===== src/rtl/fir_sequencer.sv =====
// fir_sequencer: control/address sequencer in front of the folded FIR MAC.
// Accepts samples on a valid/ready handshake, writes them into the MAC's two
// sample RAMs (migrating the oldest half-line sample), sweeps the symmetric
// tap pairs, and registers the MAC result as the filter output. Coefficient
// loads are passed straight through to the MAC coefficient RAM.
// Build option: define FIR_CLR_ON_RST_EN to zero both sample RAMs after reset.
module fir_sequencer #(
   parameter int SIZE        = 43,
   parameter int COEFF_SIZE  = 16,
   parameter int SAMPLE_SIZE = 16,
   localparam int AW         = (SIZE > 1) ? $clog2(SIZE) : 1
) (
   input  logic                   clk,
   input  logic                   rst,
   input  logic                   din_valid,
   output logic                   din_ready,
   input  logic [SAMPLE_SIZE-1:0] din,
   input  logic                   c_load_valid,
   input  logic                   c_load_first,
   input  logic [COEFF_SIZE-1:0]  c_load_data,
   output logic                   mac_en,
   output logic                   mac_we,
   output logic                   mac_c_we,
   output logic [AW-1:0]          mac_c_addr,
   output logic [COEFF_SIZE-1:0]  mac_c_in,
   output logic [AW-1:0]          mac_wr_addr_0,
   output logic [AW-1:0]          mac_wr_addr_1,
   output logic [AW-1:0]          mac_rd_addr_0,
   output logic [AW-1:0]          mac_rd_addr_1,
   output logic [SAMPLE_SIZE-1:0] mac_mem_in_0,
   output logic [SAMPLE_SIZE-1:0] mac_mem_in_1,
   input  logic [SAMPLE_SIZE-1:0] mac_mem_out_0,
   input  logic [SAMPLE_SIZE-1:0] mac_dout,
   output logic [SAMPLE_SIZE-1:0] dout,
   output logic                   dout_valid
);

   typedef enum logic [2:0] {
      S_IDLE, S_READ_OLD, S_WRITE, S_MAC, S_DRAIN, S_OUT, S_CLEAR
   } state_t;

   localparam logic [AW-1:0] LAST   = AW'(SIZE - 1);
   localparam logic [AW:0]   SIZE_W = (AW+1)'(SIZE);
   localparam logic [AW:0]   INC_W  = (AW+1)'(1);

`ifdef FIR_CLR_ON_RST_EN
   localparam state_t RST_STATE = S_CLEAR;
`else
   localparam state_t RST_STATE = S_IDLE;
`endif

   state_t                 state, state_nxt;
   logic [AW-1:0]          ptr;
   logic [AW-1:0]          cnt;
   logic [AW-1:0]          k;
   logic [SAMPLE_SIZE-1:0] din_q;

   // Reduce a value in [0, 2*SIZE) modulo SIZE with one compare/subtract.
   function automatic logic [AW-1:0] mod_size(input logic [AW:0] v);
      logic [AW:0] t;
      t = (v >= SIZE_W) ? (v - SIZE_W) : v;
      return t[AW-1:0];
   endfunction

   // State register.
   always_ff @(posedge clk) begin
      if (rst) state <= RST_STATE;
      else     state <= state_nxt;
   end

   // Next state and MAC-side outputs; everything is held at 0 while rst is high.
   always_comb begin
      state_nxt     = state;
      din_ready     = 1'b0;
      mac_en        = 1'b0;
      mac_we        = 1'b0;
      mac_c_we      = 1'b0;
      mac_c_addr    = '0;
      mac_c_in      = '0;
      mac_wr_addr_0 = '0;
      mac_wr_addr_1 = '0;
      mac_rd_addr_0 = '0;
      mac_rd_addr_1 = '0;
      mac_mem_in_0  = '0;
      mac_mem_in_1  = '0;
      if (!rst) begin
         case (state)
            S_IDLE: begin
               din_ready = !c_load_valid;
               if (c_load_valid) begin
                  mac_c_we   = 1'b1;
                  mac_c_addr = c_load_first ? '0 : cnt;
                  mac_c_in   = c_load_data;
               end
               if (din_valid && !c_load_valid) state_nxt = S_READ_OLD;
            end
            S_READ_OLD: begin
               mac_en        = 1'b1;
               mac_rd_addr_0 = ptr;
               state_nxt     = S_WRITE;
            end
            S_WRITE: begin
               mac_en        = 1'b1;
               mac_we        = 1'b1;
               mac_wr_addr_0 = ptr;
               mac_wr_addr_1 = ptr;
               mac_mem_in_0  = din_q;
               mac_mem_in_1  = mac_mem_out_0;
               state_nxt     = S_MAC;
            end
            S_MAC: begin
               mac_en        = 1'b1;
               mac_rd_addr_0 = mod_size({1'b0, ptr} + SIZE_W - {1'b0, k});
               mac_rd_addr_1 = mod_size({1'b0, ptr} + {1'b0, k} + INC_W);
               mac_c_addr    = k;
               if (k == LAST) state_nxt = S_DRAIN;
            end
            S_DRAIN: begin
               mac_en    = 1'b1;
               state_nxt = S_OUT;
            end
            S_OUT: begin
               state_nxt = S_IDLE;
            end
            S_CLEAR: begin
               mac_en        = 1'b1;
               mac_we        = 1'b1;
               mac_wr_addr_0 = k;
               mac_wr_addr_1 = k;
               if (k == LAST) state_nxt = S_IDLE;
            end
            default: state_nxt = S_IDLE;
         endcase
      end
   end

   // Sample pointer, coefficient counter, tap index and output register.
   always_ff @(posedge clk) begin
      if (rst) begin
         ptr        <= LAST;
         cnt        <= '0;
         k          <= '0;
         din_q      <= '0;
         dout       <= '0;
         dout_valid <= 1'b0;
      end else begin
         dout_valid <= 1'b0;
         if (state == S_IDLE && c_load_valid)
            cnt <= mod_size({1'b0, mac_c_addr} + INC_W);
         if (state == S_IDLE && din_valid && din_ready) begin
            din_q <= din;
            ptr   <= mod_size({1'b0, ptr} + INC_W);
         end
         case (state)
            S_WRITE:        k <= '0;
            S_MAC, S_CLEAR: k <= (k == LAST) ? '0 : k + 1'b1;
            S_OUT: begin
               dout       <= mac_dout;
               dout_valid <= 1'b1;
            end
            default: ;
         endcase
      end
   end

endmodule


===== config.mk =====
export PLATFORM = sky130hd
export DESIGN_NAME = fir_sequencer
export DESIGN_NICKNAME = d
export VERILOG_FILES = /design/src/rtl/fir_sequencer.sv
export SDC_FILE = /design/constraint.sdc
export NUM_CORES = 1
export LEC_CHECK = 0
export CAP_MARGIN = 30
export CORE_AREA = 5 5 93 95
export DETAILED_ROUTE_END_ITERATION = 7
export DIE_AREA = 0 0 98 100
export DONT_BUFFER_PORTS = 1
export HOLD_SLACK_MARGIN = 0.05
export PLACE_DENSITY = 0.68
export SLEW_MARGIN = 20
export SYNTH_ARGS = -nofsm -noshare
export SYNTH_HDL_FRONTEND = slang
export SYNTH_SLANG_ARGS = --single-unit

===== constraint.sdc =====
create_clock -name clk -period 4 [get_ports clk]
set_input_delay 1.2 -clock clk [delete_from_list [all_inputs] [get_ports clk]]
set_output_delay 1.2 -clock clk [all_outputs]
set_load 0.01 [all_outputs]

# Word level (Yosys, flattened, before mapping)
# Index checks and enable logic that the tools add are counted.
dict set report totals {
  reg_bits 54
  latch_bits 0
  ramBits 0
  rom_bits 0
  input_bits 69
  out_inout_bits 99
  word_cells 80
  mem_count 0
}
dict set report op_classes {
  n_addsub 11
  n_mul 0
  div_mod_pow 0
  order_cmp 4
  eq_ne 10
  n_shift 0
  muxes 37
  bitwise 0
  reduce_logical 11
}
# operator count
set op_table {}
lappend op_table {{2-to-1 mux 16 bit} 7}
lappend op_table {{2-to-1 mux 6 bit} 12}
lappend op_table {{one-hot mux 6 bit (2 select lines)} 4}
lappend op_table {{greater-or-equal comparator 7 x 6 -> 1 bit, second input constant} 4}
lappend op_table {{subtractor 6 bit, second input constant} 4}
lappend op_table {{one-hot mux 3 bit (6 select lines)} 1}
lappend op_table {{adder 6 x 1 -> 7 bit, second input constant} 2}
lappend op_table {{2-to-1 mux 1 bit} 10}
lappend op_table {{equality test 3 bit, second input constant} 3}
lappend op_table {{2-to-1 mux 3 bit} 3}
lappend op_table {{adder 6 x 6 -> 7 bit} 1}
lappend op_table {{adder 6 x 6 -> 7 bit, second input constant} 1}
lappend op_table {{adder 7 x 1 -> 7 bit, second input constant} 1}
lappend op_table {{subtractor 7 x 6 -> 7 bit} 1}
lappend op_table {{adder 6 x 1 -> 6 bit, second input constant} 1}
lappend op_table {{equality test 3 x 2 -> 1 bit, second input constant} 2}
lappend op_table {{equality test 6 bit, second input constant} 1}
lappend op_table {{!= test 2 bit, second input constant} 3}
lappend op_table {{OR reduction 5 bit} 1}
lappend op_table {{logical AND 1 bit} 4}
lappend op_table {{OR reduction 2 bit} 2}
lappend op_table {{equality test 3 x 1 -> 1 bit, second input constant} 1}
lappend op_table {{zero test 3 bit} 1}
lappend op_table {{AND reduction 3 bit} 1}
lappend op_table {{other kinds (2)} 2}

# Logic depth before layout (Yosys ltp)
dict set report logic_depth {
  depth_word 7
  mapped_depth 13
  ltp_nobuf 12
}

# Worst setup path after synthesis
# Ideal clock, no wire load.
dict set report synth_timing {
  path_type {register to output}
  start {register ptr[2]}
  end {output mac_rd_addr_0[5]}
  arrival_ns 2.979
  t_required_ns 2.800
  setup_slack_ns -0.179
  path_stages_with_launch 14
  path_buffers 1
  path_cell_list {dfxtp_1 -> clkbuf_1 -> inv_1 -> ha_1 -> inv_1 -> fa_1 -> a21oi_1 -> nor2_1 -> nor2_1 -> xnor2_1 -> a21boi_0 -> o21ai_0 -> xor2_1 -> a211oi_1}
}
dict set report synth_between {
  elab_chain_cells 6
  word_cells_on_any_way 7
  classes_between {add/sub (3); order compare (1); mux (3)}
}
# element line
set synth_rtl {}
lappend synth_rtl {{start, declared} 53} ;# logic [AW-1:0] ptr;
lappend synth_rtl {{start signal, assigned} 152} ;# ptr <= mod_size({1'b0, ptr} + INC_W);
lappend synth_rtl {{adder 6 x 6 -> 7 bit *} 113} ;# mac_rd_addr_0 = mod_size({1'b0, ptr} + SIZE_W - {1'b0, k});
lappend synth_rtl {{subtractor 7 x 6 -> 7 bit *} 113}
lappend synth_rtl {{subtractor 6 bit / greater-or-equal comparator 7 x 6 -> 1 bit (equally long branches)} 61} ;# t = (v >= SIZE_W) ? (v - SIZE_W) : v;
lappend synth_rtl {{2-to-1 mux 6 bit *} 61}
lappend synth_rtl {{one-hot mux 6 bit (2 select lines) *} 87} ;# case (state)
lappend synth_rtl {{2-to-1 mux 6 bit *} 86} ;# if (!rst) begin
lappend synth_rtl {{end, declared} 28} ;# output logic [AW-1:0] mac_rd_addr_0,
# Every way passes the cells marked *; elsewhere a longest branch is shown, timed or not.

# Worst setup path after layout
# Same ends and word-level chain as after synthesis.

==> flow_metrics.py <==
metrics = {
    "die": {
        "io_pins": 168,
        "dieArea_mm2": 0.009800,
        "die_w_um": 98,
        "initial_core_util": 0.5386,
        "die_h_um": 100,
        "fp-row-count": 32,
        "core-area_mm2": 0.007647,
    },
    "logic_synthesis": {
        "synth.avg_cell_area_um2": 7.544,
        "synth_area_leader_cell": "dfxtp_1",
        "synthesis.area_mm2": 0.004119,
        "netlist-cell-type-count": 67,
        "yosys_warnings": 0,
        "syn-instance-count": 546,
        "synth-edff-count": 0,
        "synth.area.top_cells": "dfxtp_1 (26%), ha_1 (7.9%), nand2_1 (7.7%)",
        "synth_nets": 643,
        "synth_top_cell_area_share": 0.2625,
        "yosysSeqAreaShare": 0.2625,
        "synth_flop_cell": "dfxtp_1",
        "ys_seq_elements": 54,
        "ys_async_sr_fraction": 0,
    },
    "power": {
        "p_leak_nw": 1.810,
        "power_density_mw_per_mm2": 290.8,
        "finalPower_mw": 1.342,
        "max-vdd-ir-drop_v": 0.0002078,
    },
    "sta": {
        "fin_tns_setup_ns": -0.06713,
        "rsz0062_at_grt": "yes",
        "relSlewSlack": 0.4979,
        "setup_violations": 3,
        "worst_slew_pin_slew_ns": 0.7474,
        "fin_crit_sh": 1.013,
        "finalHoldViolations": 0,
        "slew_violations": 0,
        "setup_ws_ns": -0.05112,
        "fin_skew_ns": 0.008218,
        "fin_crit_ns": 4.051,
        "timing.fmax_mhz": 246.8,
    },
    "place": {
        "numPortBuffers": 0,
        "dp_cells": 636,
        "post_dp_cell_area_mm2": 0.004279,
        "dp_hpwl_um": 8501,
        "gp_congestion": 0.8796,
    },
    "clock_network": {
        "htreeDepth": 2,
        "cts_sinks": 54,
        "clock_path_buffers": 2,
        "ctsHoldBuffers": 0,
        "clockRootBuffer": "clkbuf_8",
        "clkTransAtPathRegs_ns": 0.11,
        "cts_made_buffers": 5,
        "cts_tree": "yes",
        "clock_latency_ns": 0.31,
    },
    "final_layout": {
        "nNetsFinal": 649,
        "layout_commonest_cell": "nand2_1",
        "drive_gt1_frac": 0.1844,
        "layout.cells.non_filler": 656,
        "fin_util": 0.6036,
        "areaGrowthSynthToFinish_pct": 12.06,
        "stdcell_area_mm2": 0.004616,
        "final_cell_mix": "nand2_1 (84), dfxtp_1 (49), a21oi_1 (48)",
    },
    "drt": {
        "drt_iter0_drc": 199,
        "ant_nets": 0,
        "drc": 0,
        "vias": 3833,
        "viasPerCell": 5.843,
        "firstDrtPassIters": 4,
        "wl_per_cell_um": 17.82,
        "wl_um": 11690,
    },
    "worst_setup_path": {
        "cp.buffers_inverters": 2,
        "slowest_stage": "fa_2",
        "ff2ff_setup_slack_ns": 0.92,
        "critical_path.cell_chain": "inv_4 > ha_4 > inv_4 > fa_2 > a21oi_2 > nor2_1 > nor2_1 > xnor2_1 > a21boi_4 > o21ai_2 > xor2_1 > a211oi_2",
        "reg2reg_depth": 10,
        "critPathTopFamily": "compound AO/OA/AOI/OAI gates",
        "setup.worst_path.class": "reg2out",
        "worstPathArrival_ns": 2.85,
        "critPathMaxStageDelay_ns": 0.41,
        "reg2reg_from": "state[0]",
        "r2r_end": "cnt[4]",
        "start_kind": "register",
        "endpoint_kind": "output pin",
        "worstPathRequired_ns": 2.80,
        "cp_max_fo": 4,
    },
    "global_route": {
        "grt_start_max_net_pins": 59,
        "antenna_found_initial": 1,
        "met2_usage": 0.3581,
        "grt.met1_usage": 0.2778,
        "busiest_layer": "met2",
        "grt_remaining_overflow": 0,
        "grtUsageMet3": 0.07783,
        "grtUsageTotal": 0.2186,
        "grt_pass1_wl_um": 17870,
        "grt_pass1_vias": 3623,
    },
    "run_status": {
        "status": "complete, but fails checks",
        "violations": "negative setup slack",
    },
    "min_path": {
        "whs_path_depth": 2,
        "hold_end": "din_q[13]",
        "hold_start": "din_q[13]",
        "hold_class": "reg2reg",
    },
    "flow_run": {
        "max_cap_viol_count": 0,
    },
}
power breakdown:
group / leakage, nW / total (mW) / switching [mW] / internal (mW)
clock: 0.0467 / 0.335 / 0.205 / 0.130
combinational: 1.32 / 0.440 / 0.255 / 0.185
sequential: 0.439 / 0.567 / 0.0139 / 0.553
total: 1.81 / 1.34 / 0.474 / 0.868
registers in the layout (all words and copies together) (netlist names):
name	cells
din_q	16
dout	16
cnt	6
k	6
ptr	6
state	3
dout_valid	1
tightest hold or removal path, delay by kind of cell, from the launching register on:
family / cells / cell delay, ns
simple gates: 1 / 0.05
flops: 1 / 0.32
compound gates: 1 / 0.05
logic make-up after synthesis:
logic type,after synthesis,share of synthesized area
and+or+nand+nor,241,0.2974
AOI/OAI and AO/OA,120,0.1959
buffers and inverters,63,0.06713
DFF,54,0.2625
xor gates and xnor gates,35,0.07625
adders and majority gates,28,0.08870
muxes,5,0.01215
layer usage:
layer  part of all wire  up-vias
li1                   -     1869
met1               0.42     1806
met2               0.49      145
met3              0.085       13
met4              0.013        0
met5                  0        -
how the worst max path moves through the flow:
stage	start	end	slack, ns	depth (start not counted)
after global placement	k[1]	mac_rd_addr_0[3]	0.13	11
after global routing	k[1]	mac_rd_addr_0[5]	-0.19	12
after floorplan	ptr[2]	mac_rd_addr_0[5]	0.10	13
final	ptr[2]	mac_rd_addr_0[5]	-0.05	12
after detailed placement	ptr[0]	mac_rd_addr_1[0]	0.02	11
after CTS	k[1]	mac_rd_addr_0[5]	0.002	12
repair_timing:
action | 4_1_cts | 5_1_grt
pin swaps | 15 | 15
gates resized for setup | 32 | 19
setup endpoints to repair | 11 | 11
setup buffers | 3 | 7
endpoints found under the hold margin | 0 | 0
synthesized netlist by cell type, drive strengths merged, types with 4 or more instances:
cell type and count:
a211oi 7, a21oi 56, a22o 5, a31oi 4
a32oi 5, and2 38, and3 20, buf 12
clkbuf 26, dfxtp 54, ha 26, inv 25
mux2i 5, nand2 86, nand3 6, nand4 5
nor2 48, nor2b 5, nor3 8, nor3b 5
nor4 5, o21ai 15, o21bai 5, xnor2 26
xor2 9
area by class of cell:
| type | count | area [µm²] |
|---|---|---|
| fillers | 685 | 3032 |
| clock buffers | 5 | 68.82 |
| clock inverters | 3 | 27.53 |
| well taps | 102 | 127.6 |
| multi-input cells | 429 | 2920 |
| diodes | 1 | 2.502 |
| inverters | 25 | 101.3 |
| repair buffers | 37 | 277.8 |
| flip-flops and latches | 54 | 1090 |
through the flow:
| step | setup slack, ns | hold WS, ns |
|---|---|---|
| 2_1_floorplan | 0.1012 | 0.4317 |
| 3_3_place_gp | 0.1286 | 0.4314 |
| 3_5_place_dp | 0.02320 | 0.4377 |
| 4_1_cts | 0.001592 | 0.4533 |
| 5_1_grt | -0.1924 | 0.4734 |
| 6_report | -0.05112 | 0.4534 |
No activity file was read; power rests on OpenSTA's default activity.
